`src/rtl/sphy_lanes.sv`:
```
// Multi-lane SPI (mode 0) pad front end: synchronizers, IDLE/ACTIVE session FSM, byte shifter and TX holding register.
// Optional: define SPHY_TX_UNDERRUN_CNT_EN to add tx_unf_cnt (saturating count of 0xFF underrun reloads).
module sphy_lanes #(
  parameter int LANES       = 4,
  parameter int SYNC_STAGES = 2
) (
  input  logic             ck,
  input  logic             nrst,
  input  logic             p_ck,
  input  logic             p_ncs,
  input  logic [LANES-1:0] p_si,
  output logic [LANES-1:0] p_so,
  output logic [LANES-1:0] p_se,
  input  logic [1:0]       mode,
  input  logic             dir,
  output logic             sel,
  output logic [7:0]       rx_data,
  output logic             rx_valid,
  input  logic [7:0]       tx_data,
  input  logic             tx_valid,
  output logic             tx_ready
`ifdef SPHY_TX_UNDERRUN_CNT_EN
  ,
  output logic [7:0]       tx_unf_cnt
`endif
);

  typedef enum logic {IDLE, ACTIVE} state_t;

  // Clamp requested width to what the pad count supports
  function automatic logic [1:0] f_eff(input logic [1:0] m);
    f_eff = m;
    if (f_eff == 2'd3 && LANES < 8) f_eff = 2'd2;
    if (f_eff == 2'd2 && LANES < 4) f_eff = 2'd1;
  endfunction

  function automatic logic [LANES-1:0] f_grp(input logic [7:0] v, input logic [1:0] m, input logic d);
    logic [3:0] k;
    logic [7:0] t;
    k     = 4'd1 << m;
    t     = v >> (4'd8 - k);
    f_grp = '0;
    if (m == 2'd0) f_grp[1] = v[7];
    else if (d) begin
      for (int j = 0; j < LANES; j++)
        if (j < int'(k)) f_grp[j] = t[3'(j)];
    end
  endfunction

  function automatic logic [LANES-1:0] f_se(input logic [1:0] m, input logic d);
    logic [3:0] k;
    k    = 4'd1 << m;
    f_se = '0;
    if (m == 2'd0) f_se[1] = 1'b1;
    else if (d) begin
      for (int j = 0; j < LANES; j++)
        if (j < int'(k)) f_se[j] = 1'b1;
    end
  endfunction

  logic [SYNC_STAGES-1:0]            r_ck_s, r_ncs_s;
  logic [SYNC_STAGES-1:0][LANES-1:0] r_si_s;
  logic                              r_ck_d, r_ncs_d;
  logic                              w_ck, w_ncs;
  logic [LANES-1:0]                  w_si;

  always_ff @(posedge ck) begin
    if (!nrst) begin
      r_ck_s  <= '0;
      r_ncs_s <= '1;
      r_si_s  <= '0;
      r_ck_d  <= 1'b0;
      r_ncs_d <= 1'b1;
    end else begin
      r_ck_s  <= {r_ck_s[SYNC_STAGES-2:0], p_ck};
      r_ncs_s <= {r_ncs_s[SYNC_STAGES-2:0], p_ncs};
      r_si_s  <= {r_si_s[SYNC_STAGES-2:0], p_si};
      r_ck_d  <= w_ck;
      r_ncs_d <= w_ncs;
    end
  end

  assign w_ck  = r_ck_s[SYNC_STAGES-1];
  assign w_ncs = r_ncs_s[SYNC_STAGES-1];
  assign w_si  = r_si_s[SYNC_STAGES-1];

  state_t           r_state, w_state_nxt;
  logic             w_start, w_stop;
  logic [1:0]       r_meff;
  logic             r_dir;
  logic [3:0]       r_cnt, w_cnt_nxt, w_k;
  logic [7:0]       r_sh, w_sh_nxt, r_rx, w_gin, w_asm;
  logic             r_fresh;
  logic [7:0]       r_rx_data;
  logic             r_rx_valid;
  logic [LANES-1:0] r_so, r_se;
  logic [7:0]       r_hold;
  logic             r_hold_full;
  logic             w_samp, w_shft, w_done, w_reload, w_acc, w_rxing;
  logic [7:0]       w_reload_val;
  logic [1:0]       w_meff_in;

  always_comb begin
    w_state_nxt = r_state;
    w_start     = 1'b0;
    w_stop      = 1'b0;
    case (r_state)
      IDLE:   if (!w_ncs && r_ncs_d) begin w_state_nxt = ACTIVE; w_start = 1'b1; end
      ACTIVE: if (w_ncs)             begin w_state_nxt = IDLE;   w_stop  = 1'b1; end
      default: w_state_nxt = IDLE;
    endcase
  end

  always_comb begin
    w_gin = '0;
    for (int j = 0; j < LANES; j++)
      if (j < int'(w_k)) w_gin[3'(j)] = w_si[j];
  end

  assign w_meff_in    = f_eff(mode);
  assign w_k          = 4'd1 << r_meff;
  assign w_cnt_nxt    = r_cnt + w_k;
  assign w_sh_nxt     = r_sh << w_k;
  assign w_asm        = (r_rx << w_k) | w_gin;
  assign w_samp       = (r_state == ACTIVE) && !w_ncs && w_ck && !r_ck_d;
  assign w_shft       = (r_state == ACTIVE) && !w_ncs && !w_ck && r_ck_d;
  assign w_done       = w_samp && (w_cnt_nxt == 4'd8);
  assign w_reload     = w_start || w_done;
  assign w_reload_val = r_hold_full ? r_hold : 8'hFF;
  assign w_acc        = tx_valid && !r_hold_full;
  assign w_rxing      = (r_meff == 2'd0) || !r_dir;

  always_ff @(posedge ck) begin
    if (!nrst) begin
      r_state     <= IDLE;
      r_meff      <= 2'd0;
      r_dir       <= 1'b0;
      r_cnt       <= 4'd0;
      r_sh        <= 8'd0;
      r_fresh     <= 1'b0;
      r_rx        <= 8'd0;
      r_rx_data   <= 8'd0;
      r_rx_valid  <= 1'b0;
      r_so        <= '0;
      r_se        <= '0;
      r_hold      <= 8'd0;
      r_hold_full <= 1'b0;
    end else begin
      r_state    <= w_state_nxt;
      r_rx_valid <= 1'b0;
      if (w_start) begin
        r_meff  <= w_meff_in;
        r_dir   <= dir;
        r_cnt   <= 4'd0;
        r_rx    <= 8'd0;
        r_sh    <= w_reload_val;
        r_fresh <= 1'b0;
        r_so    <= f_grp(w_reload_val, w_meff_in, dir);
        r_se    <= f_se(w_meff_in, dir);
      end else if (w_stop) begin
        r_so  <= '0;
        r_se  <= '0;
        r_cnt <= 4'd0;
      end else begin
        if (w_samp) begin
          r_cnt <= w_done ? 4'd0 : w_cnt_nxt;
          r_rx  <= w_asm;
          if (w_done) begin
            if (w_rxing) begin
              r_rx_data  <= w_asm;
              r_rx_valid <= 1'b1;
            end
            r_sh    <= w_reload_val;
            r_fresh <= 1'b1;
          end
        end
        // After a reload the new byte's first group is already on top of the shifter
        if (w_shft) begin
          if (r_fresh) begin
            r_so    <= f_grp(r_sh, r_meff, r_dir);
            r_fresh <= 1'b0;
          end else begin
            r_sh <= w_sh_nxt;
            r_so <= f_grp(w_sh_nxt, r_meff, r_dir);
          end
        end
      end
      if (w_acc) begin
        r_hold      <= tx_data;
        r_hold_full <= 1'b1;
      end else if (w_reload && r_hold_full) begin
        r_hold_full <= 1'b0;
      end
    end
  end

`ifdef SPHY_TX_UNDERRUN_CNT_EN
  logic [7:0] r_unf;
  always_ff @(posedge ck) begin
    if (!nrst) r_unf <= 8'd0;
    else if (w_reload && !r_hold_full && r_unf != 8'hFF) r_unf <= r_unf + 8'd1;
  end
  assign tx_unf_cnt = r_unf;
`endif

  assign sel      = (r_state == ACTIVE);
  assign p_so     = r_so;
  assign p_se     = r_se;
  assign rx_data  = r_rx_data;
  assign rx_valid = r_rx_valid;
  assign tx_ready = !r_hold_full;

endmodule

```
`config.mk`:
```
export PLATFORM = sky130hd
export DESIGN_NAME = sphy_lanes
export DESIGN_NICKNAME = d
export VERILOG_FILES = /design/src/rtl/sphy_lanes.sv
export SDC_FILE = /design/constraint.sdc
export NUM_CORES = 1
export LEC_CHECK = 0
export ABC_AREA = 1
export CORE_MARGIN = 2
export CORE_UTILIZATION = 33
export DETAILED_ROUTE_END_ITERATION = 8
export PLACE_DENSITY = 0.58
export SLEW_MARGIN = 20
export SYNTH_ARGS = -nofsm -noshare
export SYNTH_HDL_FRONTEND = slang
export SYNTH_SLANG_ARGS = --single-unit
```
`constraint.sdc`:
```
create_clock -name ck -period 1.97 [get_ports ck]
set_input_delay 0.394 -clock ck [delete_from_list [all_inputs] [get_ports ck]]
set_output_delay 0.394 -clock ck [all_outputs]
set_load 0.01 [all_outputs]
```
==> impl_metrics.tcl, run 1 <==
set metrics [dict create \
    coreArea_sq_um 9110 \
    path_class "reg -> reg" \
    cts_hold_buf 0 \
    finalNetCount 497 \
    top_level_ports 39 \
    power_density_nw_per_um2 766 \
    syn_nets 438 \
    avgSynthCellArea_sq_um 7.34 \
    ff_latch_area_sq_um 1290 \
    synth_flop_cell "dfxtp_1" \
    regToRegStartpoint "r_meff[1]" \
    wl_per_cell_um 14.1 \
    fillers 930 \
    async_reset_ff_share_pct 0 \
    start_util_pct 33.4 \
    clk_latency_ps 350 \
    yosysUniqueCellTypes 36 \
    synth_edf_count 0 \
    gp_congestion 0.942 \
    rrSetupSlack_ps 20 \
    synth_top_area_share_pct 42.1 \
    fin_skew_ps 12.6 \
    hold_path_startpoint "r_si_s[1]" \
    numPortBuffers 38 \
    numCtsBuffers 9 \
    path_cells "inv_4 > nand2_2 > nand2_2 > nand2_2 > inv_2 > ha_4 > inv_4 > nand3_4 > nor2_8 > nand3_4 > clkbuf_16 > nand2_2 > nand3_2 > nand2_1 > a21oi_1" \
    grt_pass1_vias 2779 \
    min_period_ps 1950 \
    place_ws_ps 33.1 \
    synth_top_area_cell "dfxtp_1" \
    grt_max_degree 23 \
    dieHeight_um 100 \
    std_cell_rows 35 \
    ys_ff_latch 64 \
    min_path_cells 2 \
    min_path_type "reg -> reg" \
    ir_drop_v 0.000424 \
    num_vias 2957 \
    hold_end "w_si[1]" \
    grt.total_usage_pct 17.4 \
    ys_top_cells_by_area "dfxtp_1 (42%), nand2_1 (10%), o21ai_0 (7.9%), inv_1 (6.8%), a21oi_1 (6.2%)" \
    worstSetupStartpointType "register" \
    wl_mm 8.31 \
    cts-htree-levels 3 \
    ant_nets 0 \
    setup_violations 0 \
    cpMostUsedCell "nand2_2" \
    multi_input_area_sq_um 1600 \
    yosysSeqAreaShare_pct 42.1 \
    clkSlewWorstSetupHoldPaths_ps 70 \
    p_leak_nw 1.68 \
    dp_hpwl_mm 5.93 \
    antenna_found_initial 0 \
    via_per_inst 5.01 \
    drt_iter0_drc 331 \
    synth_warnings 0 \
    syn_to_final_growth_pct 33.9 \
    grt_overflow 0 \
    tightest_slew_ps 612 \
    numClockSinks 64 \
    fmax_mhz 514 \
    worst_setup_path_end_kind "register" \
    drive_gt1_share_pct 19.6 \
    first_pass_iters 5 \
    r2r_cells 15 \
    worstPathMaxFanout 6 \
    netlist_area_sq_um 3050 \
    yosys.cell_count.top_type "nand2_1" \
    root_buffer "clkbuf_8" \
    critPathMaxStageDelay_ps 370 \
    hold_slack_ps 414 \
    die-area_sq_um 10000 \
    die_w_um 100 \
    ys_top_cells_by_count "nand2_1 (81), dfxtp_1 (64), inv_1 (55), o21ai_0 (48), a21oi_1 (38)" \
    synthCells 415 \
    drc 0 \
    crit_slowest_cell "dfxtp_4" \
    rsz0062_at_grt "true" \
    outcome "finished clean" \
    maxCapViolations 0 \
    maxSlewViolCount 0 \
    finalCritPeriodShare_pct 98.8 \
    cp.arrival_ps 2180 \
    cts_tree "done" \
    setup_ws_ps 24.4 \
    clockBufferDepth 2 \
    grt_pass1_wl_mm 13.7 \
    slew_headroom_pct 59.0 \
    hold_viol 0 \
    r2r-end "r_sh[3]" \
    crit_required_ps 2210 \
    diodes 0 \
]
## cell type report
class                      count  share of cell area [%]
clock buffer                   9                    3.04
clock inverter                 7                    2.95
timing repair buffer          60                    14.1
sequential                    64                    31.6
inverter                      61                    5.74
tap                          111                    3.41
multi-input combinational    278                    39.1
## flip-flops by register name (all words and copies together), names as in the netlist, 7 cells and up
name	count
r_hold	8
r_rx	7
r_sh	8
rx_data	8
## metal layers
metal	up-vias	GRT usage, %	wire length [um]
met5	-	0	0
met4	0	8.01	176
met3	16	2.58	370
met2	81	26.6	3770
met1	1354	24.3	3990
li1	1506	-	-
## worst max-delay path by stage
stage | end | cells after the start | slack [ps] | from
2_1_floorplan | r_sh[6] | 13 | 20 | r_meff[1]
3_3_place_gp | rx_data[4] | 13 | 70 | r_meff[1]
3_5_place_dp | rx_data[7] | 13 | 30 | r_meff[1]
4_1_cts | rx_data[2] | 13 | 10 | r_meff[1]
5_1_grt | r_sh[1] | 15 | -70 | r_meff[1]
6_report | r_sh[3] | 15 | 20 | r_meff[1]
## kinds of logic (layout without fill, tap and decap cells)
logic type      after synthesis  after routing  synth area share, %
simple gates                154            155                 24.1
flops                        64             64                 42.1
fa+ha+maj                     3              3                 1.23
compound gates              120            120                 22.8
buf+inv                      74            137                 9.82
## timing repair
item / 4_1_cts / 5_1_grt
buffers inserted: 0 / 4
endpoints found under the setup margin: 0 / 16
gates resized for setup: 0 / 31
## power breakdown
part           switching [mW]  internal, mW
combinational           0.209         0.153
clock                   0.541         0.842
sequential             0.0355          1.34
total                   0.785          2.34
## cells in the final DEF, fill, tap and decap left out, types with 2 or more instances in the layout
cell	n
nand2_1	73
dfxtp_1	62
inv_1	52
o21ai_0	42
a21oi_1	38
clkdlybuf4s50_1	38
nor2_1	21
buf_4	20
nand3_1	18
nand2_2	13
o22ai_1	9
clkbuf_8	9
nand3_2	7
inv_2	5
o211ai_1	5
or2_2	5
o21ai_1	5
nor2_2	4
nand2_4	4
a221oi_1	4
a31oi_1	3
ha_4	3
bufinv_16	3
inv_4	2
nor2_4	2
nor3_1	2
clkinv_1	2
o221ai_1	2
a22o_1	2
nand3_4	2
nor2_8	2
a211oi_1	2
a211oi_2	2
clkinv_4	2
dfxtp_4	2
## worst max-delay path: cells and delay by family (launching register included)
family | cells | cell delay (ps)
and+or+nand+nor | 9 | 800
AOI/OAI and AO/OA | 1 | 50
adders and majority gates | 1 | 200
buffers and inverters | 4 | 420
DFF | 1 | 370
## through the flow
stage	setup TNS (ps)	std cells	utilization, %	instance area (sq um)	power (mW)
CTS	0	584	42.8	3900	3.12
floorplan	0	415	-	3070	1.60
detailed placement	0	568	40.1	3650	1.75
finish	0	590	44.8	4080	3.12
global route	-527	590	44.8	4080	3.25
global placement	0	568	40.1	3650	1.74
Note: power is estimated with default switching activity, not from simulation.
==> run 2: changes to the inputs <==
GPL_TIMING_DRIVEN = 0   (was default)
==> impl_metrics.tcl, run 2 (same netlist as run 1, synthesis figures left out) <==
set metrics [dict create \
    drive_gt1_share_pct 17.6 \
    ir_drop_v 0.000624 \
    cts-htree-levels 3 \
    hold_end "w_si[3]" \
    grt_max_degree 13 \
    regToRegStartpoint "r_meff[0]" \
    fillers 923 \
    first_pass_iters 7 \
    rsz0062_at_grt "true" \
    rrSetupSlack_ps 20 \
    path_class "reg -> reg" \
    clkSlewWorstSetupHoldPaths_ps 70 \
    cts_tree "done" \
    mostFrequentLayoutCells "nand2_1 (79), dfxtp_1 (62), inv_1 (52), o21ai_0 (44), a21oi_1 (38)" \
    ant_nets 0 \
    dieHeight_um 100 \
    final.setup.tns_ps 0 \
    fin_skew_ps 5.25 \
    syn_to_final_growth_pct 33.0 \
    r2r_cells 12 \
    setup_ws_ps 20.4 \
    multi_input_area_sq_um 1580 \
    min_path_cells 2 \
    start_util_pct 33.4 \
    finalNetCount 502 \
    crit_buf_inv 2 \
    root_buffer "clkbuf_8" \
    wl_mm 8.72 \
    worstSetupStartpointType "register" \
    place_ws_ps -388 \
    total_power_mw 3.01 \
    numCtsBuffers 9 \
    r2r-end "r_sh[6]" \
    worst_setup_path_end_kind "register" \
    p_leak_nw 1.64 \
    min_path_type "reg -> reg" \
    fmax_mhz 513 \
    maxSlewViolCount 0 \
    coreArea_sq_um 9110 \
    slew_headroom_pct 61.2 \
    grt.total_usage_pct 18.2 \
    clk_latency_ps 350 \
    gp_congestion 0.923 \
    worstPathMaxFanout 10 \
    drc 0 \
    dp_hpwl_mm 5.97 \
    antenna_found_initial 0 \
    num_vias 3042 \
    crit_required_ps 2180 \
    placed_cells 563 \
    hold_viol 0 \
    std_cell_rows 35 \
    power_density_nw_per_um2 744 \
    ff_latch_area_sq_um 1290 \
    die-area_sq_um 10000 \
    via_per_inst 5.11 \
    hold_path_startpoint "r_si_s[3]" \
    finalCritPeriodShare_pct 99.0 \
    die_w_um 100 \
    numPortBuffers 37 \
    final_common_cell "nand2_1" \
    setup_violations 0 \
    diodes 0 \
    cts_hold_buf 0 \
    clock_power_share_pct 42.0 \
    numClockSinks 64 \
    crit_slowest_cell "dfxtp_4" \
    fin_cells 595 \
    maxCapViolations 0 \
    grt_pass1_vias 2789 \
    fin_util_pct 44.5 \
    path_cells "nor2_4 > ha_4 > ha_4 > inv_4 > nand3_4 > nor2_8 > nand3_4 > buf_6 > nand2_1 > nand3_1 > nand2_1 > a21oi_1" \
    top_level_ports 39 \
    tightest_slew_ps 582 \
    seq_power_share_pct 45.7 \
    clockBufferDepth 2 \
    power_switching_uw 807 \
    drt_iter0_drc 237 \
    grt_overflow 0 \
    internal_power_mw 2.21 \
    critical_path.top_delay_family "simple AND/OR/NAND/NOR gates" \
    switching_share_pct 26.8 \
    outcome "finished clean" \
    grt_pass1_wl_mm 14.1 \
    p_comb_share_pct 12.3 \
    cp.arrival_ps 2160 \
    min_period_ps 1950 \
    crit_cells 12 \
    critPathMaxStageDelay_ps 400 \
    wl_per_cell_um 14.7 \
]
-- run 2: cell count changes in the layout (fill, tap and decap cells not counted), moves of 2 or more --
cell,before,now
buf_6,0,3
nand3_2,7,4
clkbuf_1,0,8
nand2_2,13,8
o21ai_0,42,44
buf_4,20,14
nand3_1,18,20
nand2_4,4,2
nand2_1,73,79
-- run 2: worst reg2reg max path, stage by stage (launching register included) --
cell and delay (ps):
dfxtp_4 400, nor2_4 200, ha_4 170, ha_4 200, inv_4 60, nand3_4 90, nor2_8 120, nand3_4 120
buf_6 180, nand2_1 70, nand3_1 70, nand2_1 70, a21oi_1 50
-- run 2: power groups by stage --
stage | clock network [mW] | logic, mW | registers [mW]
final | 1.27 | 0.370 | 1.38
after global routing | 1.34 | 0.412 | 1.38
after CTS | 1.28 | 0.363 | 1.38
after detailed placement | 0 | 0.329 | 1.41
after global placement | 0 | 0.328 | 1.41
after floorplan | 0 | 0.202 | 1.40
-- run 2: area by class of cell --
class / count / share of cell area [%]
Clock buffer: 9 / 3.06
Sequential cell: 64 / 31.8
Multi-Input combinational cell: 277 / 39.0
Inverter: 61 / 5.96
Tap cell: 111 / 3.43
Buffer: 12 / 1.64
Clock inverter: 7 / 2.35
Timing Repair Buffer: 54 / 12.8
-- run 2: worst max path at each step --
stage | from | end | slack [ps]
after global placement | r_meff[1] | rx_valid | -370
after CTS | r_meff[0] | rx_data[5] | -20
after detailed placement | r_meff[1] | rx_valid | -390
after global routing | r_meff[1] | rx_data[1] | -100
final | r_meff[0] | r_sh[6] | 20
after floorplan | r_meff[1] | r_sh[6] | 20
-- run 2: timing repair --
| item | CTS | global route |
|---|---|---|
| endpoints found under the setup margin | 22 | 25 |
| setup buffers | 14 | 4 |
| endpoints found under the hold margin | 0 | 0 |
| gates resized for setup | 18 | 15 |
| gates cloned | 1 | 0 |
| pin swaps | 2 | 9 |
-- run 2: stage by stage --
stage                     hold WS, ps  instance area (sq um)
after global placement            396                   3580
after global routing              426                   4050
after CTS                         414                   4010
final                             413                   4050
after floorplan                   390                   3070
after detailed placement          396                   3580
-- run 2: per-layer routing --
metal	vias up	track usage (%)	share of wire [%]	wire, um
li1	1517	-	-	-
met1	1401	23.6	46	3980
met2	109	28.7	47	4070
met3	15	4.74	5.9	516
met4	0	7.69	1.8	156
met5	-	0	0	0
